`src/rtl/snake_grid.sv`:
```
`default_nettype none
// ============================================================================
// Module  : snake_grid
// Desc    : Segment-stream consumer for the snake mover. After each game
//           tick it requests segments one at a time, paints them into the
//           build half of a double-buffered occupancy bitmap, flags a
//           head-to-body collision and a segment-count overflow, and serves
//           the display half through a registered lookup port.
// Rev     : 1.0  initial release
// ============================================================================
module snake_grid #(
    parameter int                       H_LOGIC_WIDTH = 5,
    parameter int                       V_LOGIC_WIDTH = 5,
    parameter logic [H_LOGIC_WIDTH-1:0] H_LOGIC_MAX   = 5'd31,
    parameter logic [V_LOGIC_WIDTH-1:0] V_LOGIC_MAX   = 5'd23,
    parameter int                       MAX_SEG       = 200
) (
    input  logic                     clk,
    input  logic                     DLY_RST,
    input  logic                     vld,
    input  logic [H_LOGIC_WIDTH-1:0] x,
    input  logic [V_LOGIC_WIDTH-1:0] y,
    input  logic                     is_end,
    output logic                     pixel_done,
    input  logic [H_LOGIC_WIDTH-1:0] rd_x,
    input  logic [V_LOGIC_WIDTH-1:0] rd_y,
    output logic                     rd_occ,
    output logic                     busy,
    output logic                     frame_done,
    output logic                     collision,
    output logic                     overflow
);

    // Bitmap geometry
    localparam int         COLS      = int'(H_LOGIC_MAX) + 1;
    localparam int         ROWS      = int'(V_LOGIC_MAX) + 1;
    localparam logic [7:0] SEG_LIMIT = 8'(MAX_SEG);

    // Frame-build sequencer states
    localparam logic [2:0] S_IDLE = 3'd0;
    localparam logic [2:0] S_HEAD = 3'd1;
    localparam logic [2:0] S_REQ  = 3'd2;
    localparam logic [2:0] S_W1   = 3'd3;
    localparam logic [2:0] S_CAP  = 3'd4;
    localparam logic [2:0] S_DONE = 3'd5;

    logic [2:0]               state_q, state_d;
    logic [7:0]               seg_cnt_q, seg_cnt_d;
    logic [H_LOGIC_WIDTH-1:0] head_x_q, head_x_d;
    logic [V_LOGIC_WIDTH-1:0] head_y_q, head_y_d;
    logic                     coll_acc_q, coll_acc_d;
    logic                     ovf_acc_q, ovf_acc_d;
    logic                     disp_sel_q;
    logic                     collision_q;
    logic                     overflow_q;
    logic                     frame_done_q;
    logic                     rd_occ_q;

    // Two bitmap banks; disp_sel_q picks the one shown, the other is built
    logic [COLS-1:0]          bank0_q [ROWS];
    logic [COLS-1:0]          bank1_q [ROWS];

    logic                     clr_build;
    logic                     set_bit;
    logic                     swap;
    logic                     wr_en;
    logic [31:0]              x_ext, y_ext, rdx_ext, rdy_ext;
    logic [7:0]               seg_inc;
    logic [COLS-1:0]          col_mask;
    logic [COLS-1:0]          disp_row;
    logic                     rd_bit;

    assign x_ext    = 32'(x);
    assign y_ext    = 32'(y);
    assign rdx_ext  = 32'(rd_x);
    assign rdy_ext  = 32'(rd_y);
    assign seg_inc  = seg_cnt_q + 8'd1;
    assign col_mask = COLS'(1) << x;

    // Off-grid segments still count toward the frame but never touch the bitmap
    assign wr_en = set_bit
                 && (x_ext <= 32'(H_LOGIC_MAX))
                 && (y_ext <= 32'(V_LOGIC_MAX));

    // Next-state logic; a tick restarts the build from any state
    always_comb begin
        state_d    = state_q;
        seg_cnt_d  = seg_cnt_q;
        head_x_d   = head_x_q;
        head_y_d   = head_y_q;
        coll_acc_d = coll_acc_q;
        ovf_acc_d  = ovf_acc_q;
        clr_build  = 1'b0;
        set_bit    = 1'b0;
        swap       = 1'b0;
        if (vld) begin
            state_d    = S_HEAD;
            clr_build  = 1'b1;
            seg_cnt_d  = 8'd0;
            coll_acc_d = 1'b0;
            ovf_acc_d  = 1'b0;
        end else begin
            case (state_q)
                S_IDLE: begin
                    state_d = S_IDLE;
                end
                S_HEAD: begin
                    head_x_d  = x;
                    head_y_d  = y;
                    set_bit   = 1'b1;
                    seg_cnt_d = 8'd1;
                    state_d   = S_REQ;
                end
                S_REQ: begin
                    state_d = S_W1;
                end
                S_W1: begin
                    state_d = S_CAP;
                end
                S_CAP: begin
                    set_bit   = 1'b1;
                    seg_cnt_d = seg_inc;
                    if ((x == head_x_q) && (y == head_y_q)) begin
                        coll_acc_d = 1'b1;
                    end
                    if (is_end) begin
                        state_d = S_DONE;
                    end else if (seg_inc == SEG_LIMIT) begin
                        ovf_acc_d = 1'b1;
                        state_d   = S_DONE;
                    end else begin
                        state_d = S_REQ;
                    end
                end
                S_DONE: begin
                    swap    = 1'b1;
                    state_d = S_IDLE;
                end
                default: begin
                    state_d = S_IDLE;
                end
            endcase
        end
    end

    // Sequencer, status flags and bank-select registers
    always_ff @(posedge clk or negedge DLY_RST) begin
        if (!DLY_RST) begin
            state_q      <= S_IDLE;
            seg_cnt_q    <= 8'd0;
            head_x_q     <= '0;
            head_y_q     <= '0;
            coll_acc_q   <= 1'b0;
            ovf_acc_q    <= 1'b0;
            disp_sel_q   <= 1'b0;
            collision_q  <= 1'b0;
            overflow_q   <= 1'b0;
            frame_done_q <= 1'b0;
        end else begin
            state_q      <= state_d;
            seg_cnt_q    <= seg_cnt_d;
            head_x_q     <= head_x_d;
            head_y_q     <= head_y_d;
            coll_acc_q   <= coll_acc_d;
            ovf_acc_q    <= ovf_acc_d;
            frame_done_q <= swap;
            if (swap) begin
                disp_sel_q  <= ~disp_sel_q;
                collision_q <= coll_acc_q;
                overflow_q  <= ovf_acc_q;
            end
        end
    end

    // Bitmap banks: only the non-displayed bank is ever cleared or painted
    always_ff @(posedge clk or negedge DLY_RST) begin
        if (!DLY_RST) begin
            for (int r = 0; r < ROWS; r++) begin
                bank0_q[r] <= '0;
                bank1_q[r] <= '0;
            end
        end else begin
            for (int r = 0; r < ROWS; r++) begin
                if (disp_sel_q) begin
                    if (clr_build) begin
                        bank0_q[r] <= '0;
                    end else if (wr_en && (y_ext == $unsigned(r))) begin
                        bank0_q[r] <= bank0_q[r] | col_mask;
                    end
                end else begin
                    if (clr_build) begin
                        bank1_q[r] <= '0;
                    end else if (wr_en && (y_ext == $unsigned(r))) begin
                        bank1_q[r] <= bank1_q[r] | col_mask;
                    end
                end
            end
        end
    end

    // Display-bank row select; rows past the grid read as empty
    always_comb begin
        disp_row = '0;
        for (int r = 0; r < ROWS; r++) begin
            if (rdy_ext == $unsigned(r)) begin
                disp_row = disp_sel_q ? bank1_q[r] : bank0_q[r];
            end
        end
    end

    assign rd_bit = (rdx_ext <= 32'(H_LOGIC_MAX)) ? disp_row[rd_x] : 1'b0;

    // Registered lookup port
    always_ff @(posedge clk or negedge DLY_RST) begin
        if (!DLY_RST) begin
            rd_occ_q <= 1'b0;
        end else begin
            rd_occ_q <= rd_bit;
        end
    end

    // busy also spans the frame_done cycle so the build window is contiguous
    assign pixel_done = (state_q == S_REQ);
    assign busy       = (state_q != S_IDLE) | frame_done_q;
    assign frame_done = frame_done_q;
    assign collision  = collision_q;
    assign overflow   = overflow_q;
    assign rd_occ     = rd_occ_q;

endmodule
`default_nettype wire
```
`config.mk`:
```
export PLATFORM = sky130hd
export DESIGN_NAME = snake_grid
export DESIGN_NICKNAME = d
export VERILOG_FILES = /design/src/rtl/snake_grid.sv
export SDC_FILE = /design/constraint.sdc
export NUM_CORES = 2
export LEC_CHECK = 0
export ABC_AREA = 1
export CAP_MARGIN = 20
export CELL_PAD_IN_SITES_DETAIL_PLACEMENT = 1
export CELL_PAD_IN_SITES_GLOBAL_PLACEMENT = 2
export CORE_MARGIN = 1
export CORE_UTILIZATION = 42
export DETAILED_ROUTE_END_ITERATION = 10
export PLACE_DENSITY_LB_ADDON = 0.1
export SKIP_LAST_GASP = 1
export SLEW_MARGIN = 15
export SYNTH_ARGS = -nofsm -noshare
export SYNTH_HDL_FRONTEND = slang
export SYNTH_SLANG_ARGS = --single-unit
export TNS_END_PERCENT = 20
```
`constraint.sdc`:
```
create_clock -name clk -period 4.7 [get_ports clk]
set_clock_uncertainty 0.1 [all_clocks]
set_input_delay 0.94 -clock clk [delete_from_list [all_inputs] [get_ports clk]]
set_output_delay 0.94 -clock clk [all_outputs]
set_load 0.02 [all_outputs]
```
Word level (Yosys, flattened, before mapping)
Cells that the tools add are included.

storage, ports and cells
  bits in registers = 1564
  output and inout bits = 6
  logic and storage cells = 446

operators by class
  add/sub/neg operators = 1
  order comparisons = 4
  equal/unequal tests = 55
  shifts and indexed selects = 1
  mux-type cells = 165
  bitwise operators = 51
  reduce and logical (&&, ||, !) cells = 110

operators by type and width
  operator                                                     number
  two-way mux 32 bit                                           144
  OR 32 bit                                                    48
  AND reduction 2 bit                                          50
  equality test 5 x 4 -> 1 bit (second input constant)         16
  equality test 5 bit (second input constant)                  16
  logical NOT 32 bit                                           2
  nonzero test 2 bit                                           27
  equality test 5 x 3 -> 1 bit (second input constant)         8
  left shift 1 x 5 -> 32 bit (first input constant)            1
  logical AND 1 bit                                            27
  equality test 5 x 2 -> 1 bit (second input constant)         4
  one-hot mux 8 bit (2 select lines)                           1
  less-or-equal comparator 5 bit (second input constant)       3
  two-way mux 1 bit                                            14
  one-hot mux 3 bit (4 select lines)                           1
  equality test 5 x 1 -> 1 bit (second input constant)         2
  equality test 5 bit                                          2
  two-way mux 3 bit                                            3
  adder 8 x 1 -> 8 bit (second input constant)                 1
  equality test 8 bit (second input constant)                  1
  two-way mux 8 bit                                            1
  equality test 3 x 2 -> 1 bit (second input constant)         2
  equality test 3 bit (second input constant)                  2
  less-than comparator 5 x 6 -> 1 bit (second input constant)  1
  other kinds (8)                                              10

Depth between registers and ports, before layout
  depth after elaboration = 28
  gate-level depth with buffers = 27
  gate-level depth less buffers = 26

Worst setup path before layout
OpenSTA, ideal clock, no wires.

  path type = input to register
  from = input rd_y[4]
  to = register rd_occ_q (netlist: rd_occ)
  setup time = 0.117 ns
  arrival time = 2.817 ns
  path slack = 1.666 ns
  stages on the path = 22
  cell sequence = inv_2 buf_4 nand2_1 nor2_2 clkbuf_1 o211ai_1 nand2_1 nand3b_1 nand2_1 nand2_1 nand2_1 nand3_1 nand2_1 nand4_1 nand2_1 nand4_1 nand3_1 nand3_1 nand3_1 nand2_1 nor2_1 nor2_1

on the way
  longest elaborated chain between the ends = 28
  elaborated cells on any way between the ends = 51

ends and longest elaborated chain
  what                                         line  text
  start: declaration                           26    input logic [V_LOGIC_WIDTH-1:0] rd_y,
  logical NOT 32 bit                           205   if (rdy_ext == $unsigned(r)) begin
  two-way mux 32 bit (23 in a row)             205
  two-way mux 32 bit (*)                       205
  binary-select mux 1 bit (select 5 bit) (*)   211   assign rd_bit = (rdx_ext <= 32'(H_LOGIC_MAX)) ? disp_row[rd_x] : 1'b0;
  two-way mux 1 bit (implied by the code) (*)  211
  two-way mux 1 bit (*)                        211
  via rd_bit                                   71    logic rd_bit;
  end signal: assignment                       218   rd_occ_q <= rd_bit;
  end: declaration                             57    logic rd_occ_q;

Mark *: on every way through the listed nets, which the timed path passes. The rest lies on a longest branch. The select of a mux whose other input is x is not followed.
A chain may end at the register's enable or synchronous reset.

Worst setup path after layout
  from = register disp_sel_q
  to = register rd_occ_q (netlist: rd_occ)

on the way
  longest elaborated chain between the ends = 28
  elaborated cells on any way between the ends = 51

ends and longest elaborated chain
  what                                         line  text
  start: declaration                           53    logic disp_sel_q;
  start signal: assignment                     168   disp_sel_q <= ~disp_sel_q;
  two-way mux 32 bit                           206   disp_row = disp_sel_q ? bank1_q[r] : bank0_q[r];
  two-way mux 32 bit (23 in a row)             205
  two-way mux 32 bit (*)                       205
  binary-select mux 1 bit (select 5 bit) (*)   211
  two-way mux 1 bit (implied by the code) (*)  211
  two-way mux 1 bit (*)                        211
  via rd_bit                                   71

Marked as above.

==> metrics.cfg <==
[setup_path]
cp-end-kind = flip-flop
required_ps = 5330
path_common_cell = nand2_1
crit_slowest_cell = o21ai_0
path_max_fanout = 52
slowest_delay_ps = 760
crit_chain = buf_12 > buf_12 > o21ai_0 > o21ai_0 > inv_1 > nand2_1 > nand2_1 > nand3_1 > nand2_1 > nand4_1 > nand2_1 > nand2_1 > nand2_1 > nand3_1 > nand2_1 > nand4_1 > nand3_1 > nand3_1 > nand3_1 > nand2_1 > nor2_1 > nor2_1
crit_path_start_kind = flip-flop
critical_path_class = reg -> reg
arrival_ps = 5020

[sta]
hold_viol_final = 0
setup_tns_ps = 0
setup_ws_ps = 318
setup_viol = 0
tightest_slew_ps = 1180
finalCritPeriodShare = 0.932
whs_ps = 373
slew-limit-headroom = 0.212
finalMaxSlewViolations = 0
fmax_mhz = 228
grt_setup_unrepaired = no
post-route-min-period_ps = 4380

[power_and_ir_drop]
pwr-share-clk = 0.346
power_leakage_nw = 36.6
seqPwrFrac = 0.365
sw_frac_of_total = 0.380
p_comb_frac = 0.289
p_per_area_nw_per_um2 = 470
internal_power_mw = 25.1
ir_drop_uv = 315
p_switching_mw = 15.3

[clocking]
cts_resized = 0
cts_max_level = 4
cts.path.max_buffers = 3
cts_tree = yes
clk_latency_ps = 830
clk_pin_slew_worst_paths_ps = 60
numCtsBuffers = 180
root_buffer = clkbuf_16
clock_sinks = 1564
ctsHoldBuffers = 1
cts_setup_buffers = 0

[cells_and_area]
finish.net_count = 9542
finalNonFillerCells = 12000
area_delta_synth_final_pct = 14.0
drive_gt1_frac = 0.0793
final_cell_area_um2 = 85900

[die]
die-area_um2 = 181000
num_rows = 155
pin_count = 30
die_w_um = 426
die_h_um = 426
core_region_area_um2 = 178000
start_util = 0.422

[placed_design]
placedCellCount = 11700
dp_hpwl_mm = 185
pre_cts_ws_ps = -388
place.gp.congestion = 0.908
port_buffers = 29
place_area_um2 = 80100

[detailed_routing]
vias_per_cell = 5.50
vias = 66100
dr.pass1.iters = 5
wl_mm = 291
drc_errors = 0
wire_per_inst_um = 24.2
drt-initial-drc-count = 5369
ant_nets = 0

[logic_synthesis]
synth.distinct_cells = 43
synth_area_per_cell_um2 = 7.79
netlist_area_um2 = 75400
ys_seq_elements = 1564
synth_seq_area_share = 0.519
syn-num-nets = 9697
yosysWarnings = 0
synthArstFlopShare = 1.00
synth_edf_count = 0
yosys_most_used_dff = dfrtp_1
syn-instance-count = 9672

[global_routing]
grt_pass1_vias = 68900
grt_max_degree = 139
antenna_found_initial = 11
grt_use_total = 0.324
grt_overflow = 0
grt_pass1_wl_mm = 446

[flow_run]
cap_violations = 0

[outcome]
outcome = completed

[hold_path]
holdCritPathClass = reg -> reg

final timing paths:
kind / start / end / slack [ps] / cells after the start
setup / recovery: disp_sel_q$_DFFE_PN0P_ / rd_occ$_DFF_PN0_ / 320 / 22
hold / removal: collision$_DFFE_PN0P_ / collision$_DFFE_PN0P_ / 370 / 2
setup reg to reg: disp_sel_q$_DFFE_PN0P_ / rd_occ$_DFF_PN0_ / 320 / 22
hold reg to reg: collision$_DFFE_PN0P_ / collision$_DFFE_PN0P_ / 370 / 2
max in group asynchronous: DLY_RST / bank1_q[293]$_DFFE_PN0P_ / 2420 / 3
min in group asynchronous: DLY_RST / bank1_q[726]$_DFFE_PN0P_ / 700 / 2
metal layers:
layer	vias to the layer above	GRT usage	share of wire
met2	1430	0.519	0.47
li1	30100	-	-
met5	-	0	0
met3	368	0.0353	0.045
met1	34300	0.463	0.46
met4	0	0.0912	0.026
final cells by class:
type                       instances  area [µm²]
antenna                            4        10.0
clock buffer                     290        5360
clock inverter                    35         374
fill                           21400       92500
inverter                        1682        6330
multi-input combinational       5645       26800
sequential                      1564       39100
tap                             2355        2950
timing repair buffer             444        4920
power groups by stage:
stage	clock [mW]	sequential, mW	combinational (mW)
floorplan	0	14.9	6.67
global placement	0	14.9	11.5
detailed placement	0	15.0	11.6
CTS	14.2	14.8	11.6
global route	14.7	14.8	12.5
finish	14.0	14.8	11.7
cell usage after synthesis (all sizes together) (2+ instances only):
cell type / instances / area (µm²)
o211ai: 506 / 3800
o22ai: 4 / 25.0
inv: 1674 / 6280
nor2: 164 / 653
dfrtp: 1564 / 39100
clkinv: 8 / 30.0
o21ai: 262 / 1310
buf: 412 / 2100
nor4: 3 / 18.8
nand2: 2682 / 10100
a211oi: 14 / 105
a31oi: 12 / 75.1
a41oi: 3 / 26.3
and2: 35 / 219
nor3: 18 / 95.1
nand3b: 3 / 22.5
o32ai: 2 / 17.5
xnor2: 4 / 35.0
clkbuf: 369 / 1390
nand4: 145 / 907
o41ai: 3 / 26.3
a21oi: 1667 / 8350
xor2: 7 / 61.3
nand3: 101 / 521
worst max-delay path: cells and delay by family, from the launching register on:
kind                   cells  cell delay (ps)
buffers and inverters      3              520
flip-flops                 1              520
AND/OR/NAND/NOR           17             1840
AO/OA/AOI/OAI              2             1180
cells by family (layout without fill, tap and decap cells):
group | count (synthesis) | in the layout | synth area share
AO/OA/AOI/OAI | 2479 | 2479 | 0.183
XOR/XNOR | 11 | 11 | 0.00128
adder cells (fa/ha/maj) | 1 | 1 | 0.000166
buffers and inverters | 2463 | 2451 | 0.130
flip-flops | 1564 | 1564 | 0.519
other | 0 | 4 | 0
AND/OR/NAND/NOR | 3154 | 3154 | 0.166
stage by stage:
stage / util / power, mW
6_report: 0.481 / 40.4
5_1_grt: 0.481 / 42.0
4_1_cts: 0.481 / 40.6
3_5_place_dp: 0.449 / 26.6
3_3_place_gp: 0.449 / 26.4
2_1_floorplan: - / 21.5
registers in the layout, summed over array words and instances (netlist names):
register / cells
head_y_q: 5
overflow: 1
coll_acc_q: 1
bank1_q: 768
disp_sel_q: 1
ovf_acc_q: 1
head_x_q: 5
collision: 1
frame_done: 1
bank0_q: 768
seg_cnt_q: 8
state_q: 3
rd_occ: 1
placed cells by master (no fill, tap or decap), drive strengths merged, types with 27 or more instances in the layout:
cell,netlist,final
buf,412,416
nand4,145,145
clkinv,8,27
a21oi,1667,1667
and2,35,35
o21ai,262,262
dfrtp,1564,1564
inv,1674,1684
nand3,101,101
o211ai,506,506
clkbuf,369,290
clkdlybuf4s50,0,27
nor2,164,164
nand2,2682,2682
Power figures use the tool's default switching activity.
